--- src/rtl/skeeball_pkg.sv ---
// Shared constants for the skeeball score keeper: hole sensor indices,
// per-hole BCD increments and the game state encoding.
package skeeball_pkg;

  localparam int HOLE_W      = 7;
  localparam int HOLE_100    = 6;
  localparam int HOLE_50     = 5;
  localparam int HOLE_40     = 4;
  localparam int HOLE_30     = 3;
  localparam int HOLE_20     = 2;
  localparam int HOLE_10     = 1;
  localparam int HOLE_GUTTER = 0;

  // Two-digit BCD increments in score units (one unit = 10 displayed points).
  localparam logic [7:0] INC_100 = 8'h10;
  localparam logic [7:0] INC_50  = 8'h05;
  localparam logic [7:0] INC_40  = 8'h04;
  localparam logic [7:0] INC_30  = 8'h03;
  localparam logic [7:0] INC_20  = 8'h02;
  localparam logic [7:0] INC_10  = 8'h01;

  typedef enum logic [1:0] {IDLE, PLAY, FINISH, DONE} state_t;

  // Highest-value rising hole wins; a gutter ball (or nothing) adds zero.
  function automatic logic [7:0] hole_increment(input logic [HOLE_W-1:0] rise);
    if      (rise[HOLE_100]) return INC_100;
    else if (rise[HOLE_50])  return INC_50;
    else if (rise[HOLE_40])  return INC_40;
    else if (rise[HOLE_30])  return INC_30;
    else if (rise[HOLE_20])  return INC_20;
    else if (rise[HOLE_10])  return INC_10;
    else                     return 8'h00;
  endfunction

endpackage

--- src/rtl/skeeball_score_keeper_bcd_digit_add.sv ---
// One decimal digit of the ripple BCD adder: digit = (a + b + carry_in) mod 10.
module bcd_digit_add (
  input  logic [3:0] a,
  input  logic [3:0] b,
  input  logic       carry_in,
  output logic [3:0] digit,
  output logic       carry_out
);

  logic [4:0] raw;
  logic [4:0] adj;

  // NOTE: every output is assigned on every path through always_comb, so no latch is inferred.
  always_comb begin
    raw = {1'b0, a} + {1'b0, b} + {4'b0, carry_in};
    adj = raw - 5'd10;
    if (raw > 5'd9) begin
      digit     = adj[3:0];
      carry_out = 1'b1;
    end else begin
      digit     = raw[3:0];
      carry_out = 1'b0;
    end
  end

endmodule

--- src/rtl/skeeball_score_keeper.sv ---
// Skeeball lane score keeper: synchronises hole sensors, scores one ball per
// rising sensor event in BCD, runs the game FSM and keeps the high score.
module skeeball_score_keeper
  import skeeball_pkg::*;
#(
  parameter int DIGITS      = 4,
  parameter int BALLS       = 9,
  parameter int SATURATE    = 1,
  parameter int SYNC_STAGES = 2
) (
  input  logic                       clk,
  input  logic                       rst_n,
  input  logic                       playstate,
  input  logic [HOLE_W-1:0]          hole,
  output logic [4*DIGITS-1:0]        score,
  output logic [4*DIGITS-1:0]        high_score,
  output logic [$clog2(BALLS+1)-1:0] balls_left,
  output logic                       ball_pulse,
  output logic                       game_over,
  output logic                       new_high,
  output logic                       overflow
);

  localparam int SW = 4 * DIGITS;
  localparam int BW = $clog2(BALLS + 1);
  localparam logic [BW-1:0] BALLS_INIT = BW'(BALLS);
  localparam logic [BW-1:0] ONE        = BW'(1);
  localparam logic [SW-1:0] ALL_NINES  = {DIGITS{4'h9}};

  logic [HOLE_W-1:0] sync_ff [SYNC_STAGES];
  logic [HOLE_W-1:0] sync_q;
  logic [HOLE_W-1:0] rise;
  logic              playstate_q;
  logic              start;
  logic              stop;
  logic              ball_event;
  logic [7:0]        inc;
  logic [SW-1:0]     addend;
  logic [SW-1:0]     sum;
  logic [SW-1:0]     next_score;
  logic [DIGITS:0]   carry;
  state_t            state;

  // The edge register runs in every state so a sensor already high at game start never scores.
  // NOTE: sequential state uses non-blocking assignments so every flop samples pre-edge values.
  always_ff @(posedge clk or negedge rst_n) begin
    if (!rst_n) begin
      for (int i = 0; i < SYNC_STAGES; i++) sync_ff[i] <= '0;
      sync_q      <= '0;
      playstate_q <= 1'b0;
    end else begin
      sync_ff[0] <= hole;
      for (int i = 1; i < SYNC_STAGES; i++) sync_ff[i] <= sync_ff[i-1];
      sync_q      <= sync_ff[SYNC_STAGES-1];
      playstate_q <= playstate;
    end
  end

  assign rise       = sync_ff[SYNC_STAGES-1] & ~sync_q;
  assign start      = playstate & ~playstate_q;
  assign stop       = ~playstate & playstate_q;
  assign ball_event = (state == PLAY) && (|rise);
  assign inc        = hole_increment(rise);
  assign addend     = SW'(inc);
  assign carry[0]   = 1'b0;

  for (genvar g = 0; g < DIGITS; g++) begin : g_digit
    bcd_digit_add u_digit (
      .a         (score[4*g +: 4]),
      .b         (addend[4*g +: 4]),
      .carry_in  (carry[g]),
      .digit     (sum[4*g +: 4]),
      .carry_out (carry[g+1])
    );
  end

  assign next_score = (carry[DIGITS] && (SATURATE != 0)) ? ALL_NINES : sum;

  always_ff @(posedge clk or negedge rst_n) begin
    if (!rst_n) begin
      state      <= IDLE;
      score      <= '0;
      high_score <= '0;
      balls_left <= '0;
      ball_pulse <= 1'b0;
      game_over  <= 1'b0;
      new_high   <= 1'b0;
      overflow   <= 1'b0;
    end else begin
      ball_pulse <= 1'b0;
      case (state)
        IDLE, DONE: begin
          if (start) begin
            state      <= PLAY;
            score      <= '0;
            balls_left <= BALLS_INIT;
            game_over  <= 1'b0;
            new_high   <= 1'b0;
            overflow   <= 1'b0;
          end
        end
        PLAY: begin
          if (ball_event) begin
            score      <= next_score;
            balls_left <= balls_left - ONE;
            ball_pulse <= 1'b1;
            if (carry[DIGITS]) overflow <= 1'b1;
          end
          // A ball arriving with the playstate fall is still scored before finishing.
          if ((ball_event && (balls_left == ONE)) || stop) begin
            state     <= FINISH;
            game_over <= 1'b1;
          end
        end
        FINISH: begin
          // BCD digits order like binary, so a plain unsigned compare is exact.
          if (score > high_score) begin
            high_score <= score;
            new_high   <= 1'b1;
          end
          state <= DONE;
        end
        default: state <= IDLE;
      endcase
    end
  end

endmodule

--- config.mk ---
export PLATFORM = sky130hd
export DESIGN_NAME = skeeball_score_keeper
export DESIGN_NICKNAME = d
export VERILOG_FILES = /design/src/rtl/skeeball_pkg.sv /design/src/rtl/skeeball_score_keeper_bcd_digit_add.sv /design/src/rtl/skeeball_score_keeper.sv
export SDC_FILE = /design/constraint.sdc
export NUM_CORES = 1
export LEC_CHECK = 0
export ABC_AREA = 1
export CELL_PAD_IN_SITES_DETAIL_PLACEMENT = 0
export CELL_PAD_IN_SITES_GLOBAL_PLACEMENT = 1
export CORE_ASPECT_RATIO = 0.75
export CORE_MARGIN = 3
export CORE_UTILIZATION = 23
export DETAILED_ROUTE_END_ITERATION = 8
export GPL_TIMING_DRIVEN = 0
export PLACE_DENSITY_LB_ADDON = 0.1
export SYNTH_ARGS = -nofsm -noshare
export SYNTH_HDL_FRONTEND = slang
export SYNTH_SLANG_ARGS = --single-unit
--- constraint.sdc ---
create_clock -name clk -period 7 [get_ports clk]
set_input_delay 0.7 -clock clk [delete_from_list [all_inputs] [get_ports clk]]
set_output_delay 0.7 -clock clk [all_outputs]
set_load 0.01 [all_outputs]
* Word level (Yosys, flattened, before mapping) *
Cells that the tools add are included.

word-level totals
  flip-flop bits (word level) = 64
  memories kept = 0
  bits of input ports = 10
  logic and storage cells = 90
  latch bits = 0
  RAM bits = 0
  output and inout bits = 40
  ROM bits = 0

cells by class
  eq/ne operators = 9
  $lt $le $gt $ge = 5
  divide/modulo/power cells = 0
  $mul = 0
  bitwise operators = 6
  add/subtract/negate cells = 10
  muxes and demuxes = 34
  shift operators = 0
  reductions and logical operators = 14

operators with widths
  cell                   number
  $mux W16               3
  $pmux W16 S2           1
  $mux W4                6
  $gt A5 B4 Y1 const B   4
  $gt A16 B16 Y1         1
  $sub A4 B4 Y4 const B  4
  $add A4 B1 Y5          3
  $mux W1                12
  $reduce_and A3 Y1      3
  $mux W2                4
  $pmux W4 S2            1
  $and A7 B7 Y7          1
  $not A7 Y7             1
  $reduce_or A7 Y1       1
  $mux W3                2
  $ne A2 B2 Y1 const B   3
  $pmux W1 S2            3
  $pmux W2 S3            1
  $add A4 B4 Y5          1
  $add A5 B1 Y5          1
  $mux W5                1
  $eq A2 B2 Y1 const B   2
  $eq A4 B1 Y1 const B   1
  $ne A2 B1 Y1 const B   2
  other kinds (11)       16

* Longest topological paths before layout *
Gate-level depths: netlist of run 1.

  word-level depth = 23
  depth in mapped cells = 38
  depth with buffers taken out = 38

* Hierarchy *
From an unflattened synthesis of run 1, not the netlist that was laid out.

unflattened totals
  cells, all modules = 489
  area, all modules = 4,161.5 um^2

by module, submodules not included
  module                                   area each (um^2)  times used  sequential area each (um^2)  cells each
  skeeball_score_keeper                    2,964.1           1           1,601.5                      307
  bcd_digit_add at g_digit[0].u_digit ...  299.0             3           0.0                          45
  bcd_digit_add at g_digit[3].u_digit      300.3             1           0.0                          47

* Worst setup path before layout of run 1 *
No wires, ideal clock.

  path type = register to register
  start = reg sync_ff[2] (netlist bit)
  end = reg overflow
  setup slack = 1.900 ns
  stages on the path, launching flop included = 36
  arrival = 4.982 ns
  buffers on the path = 0
  cell sequence = dfrtp_1 > inv_2 > nor2_1 > o32ai_1 > nand2_1 > a21oi_1 > ha_1 > inv_1 > fa_1 > xnor2_1 > o21ai_1 > nand2_1 > inv_1 > fa_1 > inv_1 > ha_1 > xnor2_1 > nand2_1 > nand2_1 > nand2_1 > ha_1 > ha_1 > xnor2_1 > nand2_1 > nand2_1 > nand2_1 > ha_1 > ha_1 > or2_1 > nand2_1 > inv_1 > o21ai_2 > o21ai_2 > inv_2 > nor2_1 > o21a_1

on the way
  longest elaborated chain between the ends = 20
  elaborated cells between the ends (all ways) = 23
  classes of those cells = add/sub: 4; order compare: 4; eq/ne: 2; mux: 9; bitwise: 1; reduce/logical: 3

ends and longest elaborated chain
  what                           line                                       text
  from (decl)                    skeeball_score_keeper.sv:30                logic [HOLE_W-1:0] sync_ff [SYNC_STAGES];
  $and A7 B7 Y7 *                skeeball_score_keeper.sv:59                assign rise = sync_ff[SYNC_STAGES-1] & ~sync_q;
  $mux W2                        skeeball_pkg.sv:30                         else if (rise[HOLE_20]) return INC_20;
  $mux W2                        skeeball_pkg.sv:29                         else if (rise[HOLE_30]) return INC_30;
  $mux W3                        skeeball_pkg.sv:28                         else if (rise[HOLE_40]) return INC_40;
  $mux W3                        skeeball_pkg.sv:27                         else if (rise[HOLE_50]) return INC_50;
  $mux W5                        skeeball_pkg.sv:26                         if (rise[HOLE_100]) return INC_100;
  $add A4 B4 Y5                  skeeball_score_keeper_bcd_digit_add.sv:15  raw = {1'b0, a} + {1'b0, b} + {4'b0, carry_in};
  $gt A5 B4 Y1                   skeeball_score_keeper_bcd_digit_add.sv:17  if (raw > 5'd9) begin
  [4 not listed]                 n/a
  $add A4 B1 Y5                  skeeball_score_keeper_bcd_digit_add.sv:15
  $gt A5 B4 Y1                   skeeball_score_keeper_bcd_digit_add.sv:17
  $mux W1                        skeeball_score_keeper_bcd_digit_add.sv:17
  $add A4 B1 Y5                  skeeball_score_keeper_bcd_digit_add.sv:15
  $gt A5 B4 Y1                   skeeball_score_keeper_bcd_digit_add.sv:17
  $mux W1                        skeeball_score_keeper_bcd_digit_add.sv:17
  $ne A2 B1 Y1 (no line)         n/a
  $reduce_and A4 Y1 (no line) *  n/a
  to (signal assigned)           skeeball_score_keeper.sv:88                overflow <= 1'b0;
  to (signal assigned)           skeeball_score_keeper.sv:99                overflow <= 1'b0;
  to (signal assigned)           skeeball_score_keeper.sv:107               if (carry[DIGITS]) overflow <= 1'b1;
  to (decl)                      skeeball_score_keeper.sv:21                output logic overflow

Mark *: on every way between the ends. The rest lies on a longest branch, timed or not.
A chain may end at the register's enable or synchronous reset.

* Worst setup path after layout of run 1 *
  start = reg sync_ff[2] (netlist bit)
  end = reg score[1]

on the way
  longest elaborated chain between the ends = 21
  elaborated cells between the ends (all ways) = 27
  classes of those cells = add/sub: 5; order compare: 4; eq/ne: 1; mux: 13; bitwise: 1; reduce/logical: 3

ends and longest elaborated chain
  what                  line                                       text
  $and A7 B7 Y7 *       skeeball_score_keeper.sv:59
  $mux W2               skeeball_pkg.sv:30
  $mux W2               skeeball_pkg.sv:29
  $mux W3               skeeball_pkg.sv:28
  $mux W3               skeeball_pkg.sv:27
  $mux W5               skeeball_pkg.sv:26
  $add A4 B4 Y5         skeeball_score_keeper_bcd_digit_add.sv:15
  $gt A5 B4 Y1          skeeball_score_keeper_bcd_digit_add.sv:17
  [5 not listed]        n/a
  $gt A5 B4 Y1          skeeball_score_keeper_bcd_digit_add.sv:17
  $mux W1               skeeball_score_keeper_bcd_digit_add.sv:17
  $add A4 B1 Y5         skeeball_score_keeper_bcd_digit_add.sv:15
  $gt A5 B4 Y1          skeeball_score_keeper_bcd_digit_add.sv:17
  $mux W1               skeeball_score_keeper_bcd_digit_add.sv:17
  $mux W16              skeeball_score_keeper.sv:77                assign next_score = (carry[DIGITS] && (SATURATE != 0)) ? ALL_NINES : sum;
  $mux W16              skeeball_score_keeper.sv:103               if (ball_event) begin
  $pmux W16 S2          skeeball_score_keeper.sv:91                case (state)
  to (signal assigned)  skeeball_score_keeper.sv:104               score <= next_score;
  to (decl)             skeeball_score_keeper.sv:15                output logic [4*DIGITS-1:0] score,

Mark *: on every way between the ends. The rest lies on a longest branch, timed or not. The select of a mux whose other input is x is not followed.

==> reports/metrics.yaml, run 1 <==
synthesis:
  synth_area_mm2: 0.00342
  synth_top_cell_by_area: "dfrtp_1"
  yosysTopAreaCellShare_pct: 46.8
  syn_area_per_cell_um2: 9.05
  ys_seq_area_share_pct: 46.8
  ys_warn_count: 0
  synth_cell_types: 31
  synth.area.top_cells: "dfrtp_1, ha_1, nand2_1"
  ys_seq_elements: 64
  netlist_instances: 378
  synth.net_count: 422
finish:
  antenna_cells: 0
  syn2layout_area_growth_pct: 30.4
  final-seq-area_mm2: 0.00160
  final_core_util_pct: 31.6
  drive_above_1_share_pct: 11.5
  n_fill_cell: 1514
  multi_input_area_mm2: 0.00155
  nets: 482
timing:
  finalSetupTns_ps: 0
  fin_skew_ps: 5.46
  slew_headroom_pct: 43.2
  grt_setup_unrepaired: "false"
  hold_viol_final: 0
  worst_slew_pin_slew_ps: 851
  fin_crit_ps: 5920
  hold_ws_ps: 346
  fmax_mhz: 169
  finalMaxSlewViolations: 0
  post-route-period-util_pct: 84.5
  setup_viol: 0
  fin_ws_ps: 1080
die:
  rows: 37
  dieHeight_um: 112
  initial_core_util_pct: 24.2
  coreArea_mm2: 0.0141
  die_width_um: 147
  pin_count: 50
  dieArea_mm2: 0.0164
clocking:
  cts_hold_buffers: 0
  htreeDepth: 3
  cts_setup_buffers: 0
  cts_resized: 0
  cts-root-buf: "clkbuf_16"
  clk_latency_ps: 330
  cts_sinks: 64
  cts_tree: "done"
  cts_made_buffers: 9
  clock_path_buffers: 2
  clk_pin_slew_ps: 60
place:
  pre_cts_ws_ps: 1080
  io_buffers: 49
  dp_hpwl_mm: 6.34
  place.gp.congestion: 0.767
power:
  power_mw: 2.10
  peakVddDrop_mv: 0.161
  p_per_area_mw_per_mm2: 471
  p_leak_nw: 2.13
flow_run:
  maxCapViolations: 0
grt:
  met2_usage_pct: 18.3
  grt_pass1_wl_mm: 15.0
  grt.met3_usage_pct: 3.34
  overflow: 0
  use_met1_pct: 15.7
  grt_start_max_net_pins: 65
  antenna_found_initial: 0
  busiest_layer: "met2"
  grt_pass1_vias: 2739
  track_usage_pct: 11.7
setup_path:
  cp.arrival_ps: 6180
  slowest_delay_ps: 400
  crit_type: "register to register"
  crit_top_cell: "nand2_1"
  ff2ff_path_depth: 35
  cp_slowest_cell: "fa_1"
  critPathRequiredTime_ps: 7270
  endpoint_kind: "register"
  start_kind: "register"
  crit_fanout: 8
routing:
  post_drt_via_cell_ratio: 4.05
  vias: 2583
  wirelength_mm: 8.71
  antenna_left: 0
  drt_iter0_markers: 57
  wl_per_cell_um: 13.7
  firstDrtPassIters: 4
  remaining_drc_errors: 0
run_status:
  status: "finished, final reports clean"
hold_path:
  holdPathStages: 0
  hold_class: "register to register"
-- path summary, 6_finish.rpt --
check / startpoint / end / slack [ps]
max in group asynchronous: rst_n / high_score[4] / 5970
min: sync_ff[11] / sync_ff[4] / 350
min in group asynchronous: rst_n / sync_ff[0] / 490
max: sync_ff[2] / score[1] / 1080
max reg2reg: sync_ff[2] / score[1] / 1080
min reg2reg: sync_ff[11] / sync_ff[4] / 350
-- report_power, final --
group | leakage, nW | switching, mW | internal (mW)
clock | 0.148 | 0.168 | 0.294
sequential | 0.811 | 0.106 | 0.478
combinational | 1.17 | 0.618 | 0.436
-- critical path, delay by kind of cell, from the launching register on --
family | cells | cell delay, ps
compound gates | 5 | 910
xor+xnor | 3 | 680
fa+ha+maj | 8 | 2010
buf+inv | 5 | 330
flops | 1 | 390
simple gates | 14 | 1520
-- synthesized netlist by cell type (all sizes together) --
cell type	count
nor2	20
xor2	7
dfrtp	64
fa	2
or2	2
o21a	1
inv	66
a21oi	11
nand3	25
a21o	1
nand4	2
buf	4
ha	32
o21bai	1
o21ai	45
o22ai	4
o32ai	1
xnor2	3
nand2	87
-- stage by stage --
| stage | area, um2 | instances |
|---|---|---|
| 6_report | 4460 | 638 |
| 5_1_grt | 4460 | 638 |
| 4_1_cts | 4460 | 638 |
| 3_5_place_dp | 4150 | 622 |
| 3_3_place_gp | 4160 | 622 |
| 2_1_floorplan | 3420 | 378 |
-- per-layer routing --
layer  part of all wire, %  up-vias  wire length [um]
met3                   3.9        7               337
li1                      -     1333                 -
met1                    51     1208              4420
met4                   1.0        0                88
met2                    44       35              3870
met5                     0        -                 0
-- cell type report --
cell class / count / share of cell area [%]
Sequential cell: 64 / 35.9
Clock buffer: 11 / 5.66
Buffer: 4 / 0.589
Timing Repair Buffer: 49 / 10.9
Multi-Input combinational cell: 244 / 34.7
Clock inverter: 5 / 1.23
Tap cell: 195 / 5.47
Inverter: 66 / 5.55
-- cell usage in the layout (no fill, tap or decap), types with 2 or more instances in the layout --
cell type         n
nand2_1          81
dfrtp_1          64
inv_1            62
clkdlybuf4s50_1  48
ha_1             32
o21ai_0          28
nand3_1          22
nor2_1           17
a21oi_1          11
o21ai_2          10
clkbuf_16         9
xor2_1            7
o21ai_1           7
nand2_2           5
inv_2             4
o22ai_2           3
xnor2_1           3
buf_2             3
nor2_4            2
nand4_1           2
nand3_2           2
fa_1              2
clkinvlp_4        2
clkbuf_8          2
clkinv_2          2
-- sequential cells by signal (all words and copies together) (netlist names) --
signal       count
playstate_q      1
high_score      16
ball_pulse       1
sync_q           7
score           16
sync_ff         14
balls_left       4
state            2
new_high         1
overflow         1
game_over        1
-- logic make-up (layout without fill, tap and decap cells) --
| group | count (synthesis) | count (layout) | share of synthesized area (%) |
|---|---|---|---|
| DFF | 64 | 64 | 46.8 |
| AOI/OAI and AO/OA | 64 | 64 | 11.5 |
| adders and majority gates | 34 | 34 | 12.9 |
| and+or+nand+nor | 136 | 136 | 18.3 |
| xor gates and xnor gates | 10 | 10 | 2.56 |
| buffers and inverters | 70 | 135 | 8.01 |
Note: power is estimated with default switching activity, not from simulation.
==> run 2, diff against run 1 <==
- clock period: 7 -> 5.95 ns (I/O delays scaled with it)
==> run 2 against run 1 <==
Cell count is 0.16% higher. Highest routed layer unchanged. Register-to-register slack worse by 620 ps. Non-clock buffer count is 1 higher. Sequential share of layout area is 0.76 points lower. Core utilization is 0.68 points higher. Largest cell class is now multi-input gates. Global-route usage hardly changed.
==> reports/metrics.yaml, run 2 (same netlist as run 1, synthesis figures left out) <==
power:
  peakVddDrop_mv: 0.190  # +18%
  clkPwrFrac_pct: 21.6  # -0.4 points
  p_int_mw: 1.44  # +20%
  p_switching_mw: 1.07  # +20%
  p_comb_share_pct: 50.9  # +0.7 points
  power_mw: 2.51  # +20%
  sw_frac_of_total_pct: 42.6  # +0.066 points
  p_per_area_mw_per_mm2: 551  # +17%
  p_leak_nw: 2.14  # +0.29%
  p_seq_share_pct: 27.5  # -0.3 points
timing:
  slew_headroom_pct: 43.2  # -0.046 points
  finalSetupTns_ps: 0  # unchanged
  worst_slew_pin_slew_ps: 852  # +0.695 ps
  finalMaxSlewViolations: 0  # unchanged
  setup_viol: 0  # unchanged
  hold_ws_ps: 346  # unchanged
  fin_crit_ps: 5490  # -426 ps
  fin_skew_ps: 5.54  # +0.0775 ps
  post-route-period-util_pct: 92.3  # +7.8 points
  hold_viol_final: 0  # unchanged
  grt_setup_unrepaired: "false"
  fmax_mhz: 182  # +7.8%
clocking:
  clk_pin_slew_ps: 60  # about the same
  clock_path_buffers: 2  # unchanged
  htreeDepth: 3  # unchanged
  cts_sinks: 64  # unchanged
  clk_latency_ps: 330  # about the same
  cts-root-buf: "clkbuf_16"
  cts_made_buffers: 9  # unchanged
  cts_tree: "done"
routing:
  vias: 2595  # +0.46%
  wl_per_cell_um: 13.7  # +0.60%
  wirelength_mm: 8.78  # +0.76%
  drt_iter0_markers: 77  # +35%
  antenna_left: 0  # unchanged
  remaining_drc_errors: 0  # unchanged
  firstDrtPassIters: 4  # unchanged
  post_drt_via_cell_ratio: 4.06  # +0.31%
setup_path:
  slowest_delay_ps: 400  # about the same
  cp_slowest_cell: "fa_2"
  crit_buf_inv: 5  # unchanged
  critPathRequiredTime_ps: 6220  # -1050 ps
  crit_fanout: 8  # unchanged
  start_kind: "register"
  cp.arrival_ps: 5760  # -420 ps
  endpoint_kind: "register"
  path_delay_family: "adder cells"
  crit_top_cell: "nand2_1"
  crit_type: "register to register"
hold_path:
  hold_class: "register to register"
finish:
  n_fill_cell: 1508  # -0.40%
  drive_above_1_share_pct: 15.8  # +4.3 points
  antenna_cells: 0  # unchanged
  final_cell_mix: "nand2_1, dfrtp_1, inv_1"
  layout_commonest_cell: "nand2_1"
  nets: 483  # +0.21%
  multi_input_area_mm2: 0.00164  # +5.7%
  final-seq-area_mm2: 0.00160  # unchanged
  reg.largest.list: "high_score x16, score x16, sync_ff x14"
  syn2layout_area_growth_pct: 33.2
die:
  coreArea_mm2: 0.0141  # unchanged
  dieHeight_um: 112  # unchanged
  dieArea_mm2: 0.0164  # unchanged
  die_width_um: 147  # unchanged
  initial_core_util_pct: 24.2  # unchanged
  pin_count: 50  # unchanged
  rows: 37  # unchanged
grt:
  grt_pass1_wl_mm: 15.0  # about the same
  grt_start_max_net_pins: 65  # unchanged
  overflow: 0  # unchanged
  antenna_found_initial: 0  # unchanged
  grt_pass1_vias: 2741  # +0.073%
  track_usage_pct: 11.7  # about the same
place:
  io_buffers: 49  # unchanged
  place.gp.congestion: 0.767  # unchanged
  dp_hpwl_mm: 6.34  # unchanged
flow_run:
  maxCapViolations: 0  # unchanged
run_status:
  status: "finished, final reports clean"
-- run 2: changes by cell type in the layout (fill, tap and decap cells not counted), moves of 2 or more --
| cell | change |
|---|---|
| xnor2_1 | -3 |
| inv_2 | +3 |
| nand2_2 | +4 |
| ha_1 | -4 |
| xnor2_2 | +2 |
| inv_1 | -3 |
| nand2_1 | -4 |
| ha_2 | +3 |
-- run 2: worst reg2reg max path: cells and delay by family, from the launching register on --
kind,cells,cell delay (ps)
compound gates,5,840
simple gates,14,1430
fa+ha+maj,8,1910
xor+xnor,3,530
flops,1,390
buf+inv,5,310
-- run 2: per-stage QoR --
| stage | std cells | setup WS (ps) | cell area [um2] | util (%) |
|---|---|---|---|---|
| after global routing | 639 | 1.13 | 4560 | 32.3 |
| after detailed placement | 622 | 25.3 | 4150 | 29.4 |
| after CTS | 638 | 13.4 | 4470 | 31.7 |
| after global placement | 622 | 28.5 | 4160 | 29.4 |
| after floorplan | 378 | 850 | 3420 | - |
| final | 639 | 460 | 4560 | 32.3 |
-- run 2: worst paths after layout --
path,from,to,slack (ps),cells after the start
max in group asynchronous,rst_n,high_score[4],5020,1
worst max register to register,sync_ff[2],score[2],460,35
worst min-delay path,sync_ff[11],sync_ff[4],350,0
worst max-delay path,sync_ff[2],score[2],460,35
min in group asynchronous,rst_n,sync_ff[0],390,1
worst min register to register,sync_ff[11],sync_ff[4],350,0
-- run 2: routing by layer --
metal / global-route usage, % / routed length (um) / vias up / part of all wire (%)
li1: - / - / 1333 / -
met1: 15.6 / 4390 / 1218 / 50
met4: 3.38 / 96 / 0 / 1.1
met5: 0 / 0 / - / 0
met3: 3.34 / 357 / 8 / 4.1
met2: 18.3 / 3940 / 36 / 45
-- run 2: timing repair --
item | CTS | global route
endpoints found under the setup margin | 8 | 17
setup buffers | 0 | 1
resized for setup | 1 | 21
pin swaps | 1 | 9
hold buffers | 0 | 0
-- run 2: power by group through the flow --
stage / Combinational, mW / Sequential (mW) / Clock, mW
after floorplan: 0.738 / 0.712 / 0
after global placement: 1.27 / 0.699 / 0
after detailed placement: 1.27 / 0.698 / 0
after CTS: 1.28 / 0.692 / 0.565
after global routing: 1.47 / 0.716 / 0.585
final: 1.28 / 0.690 / 0.542
-- run 2: area by class of cell --
| class | instances | area share, % |
|---|---|---|
| repair buffers | 50 | 10.9 |
| clock buffers | 11 | 5.54 |
| flip-flops and latches | 64 | 35.1 |
| plain buffers | 4 | 0.576 |
| multi-input cells | 244 | 35.9 |
| clock inverters | 5 | 1.21 |
| well taps | 195 | 5.35 |
| inverters | 66 | 5.44 |
==> run 3, diff against run 2 <==
- CTS_CLUSTER_SIZE: not set -> 30
==> results of run 3 <==
No change in the layout: final DEF, timing and power equal those of run 2.
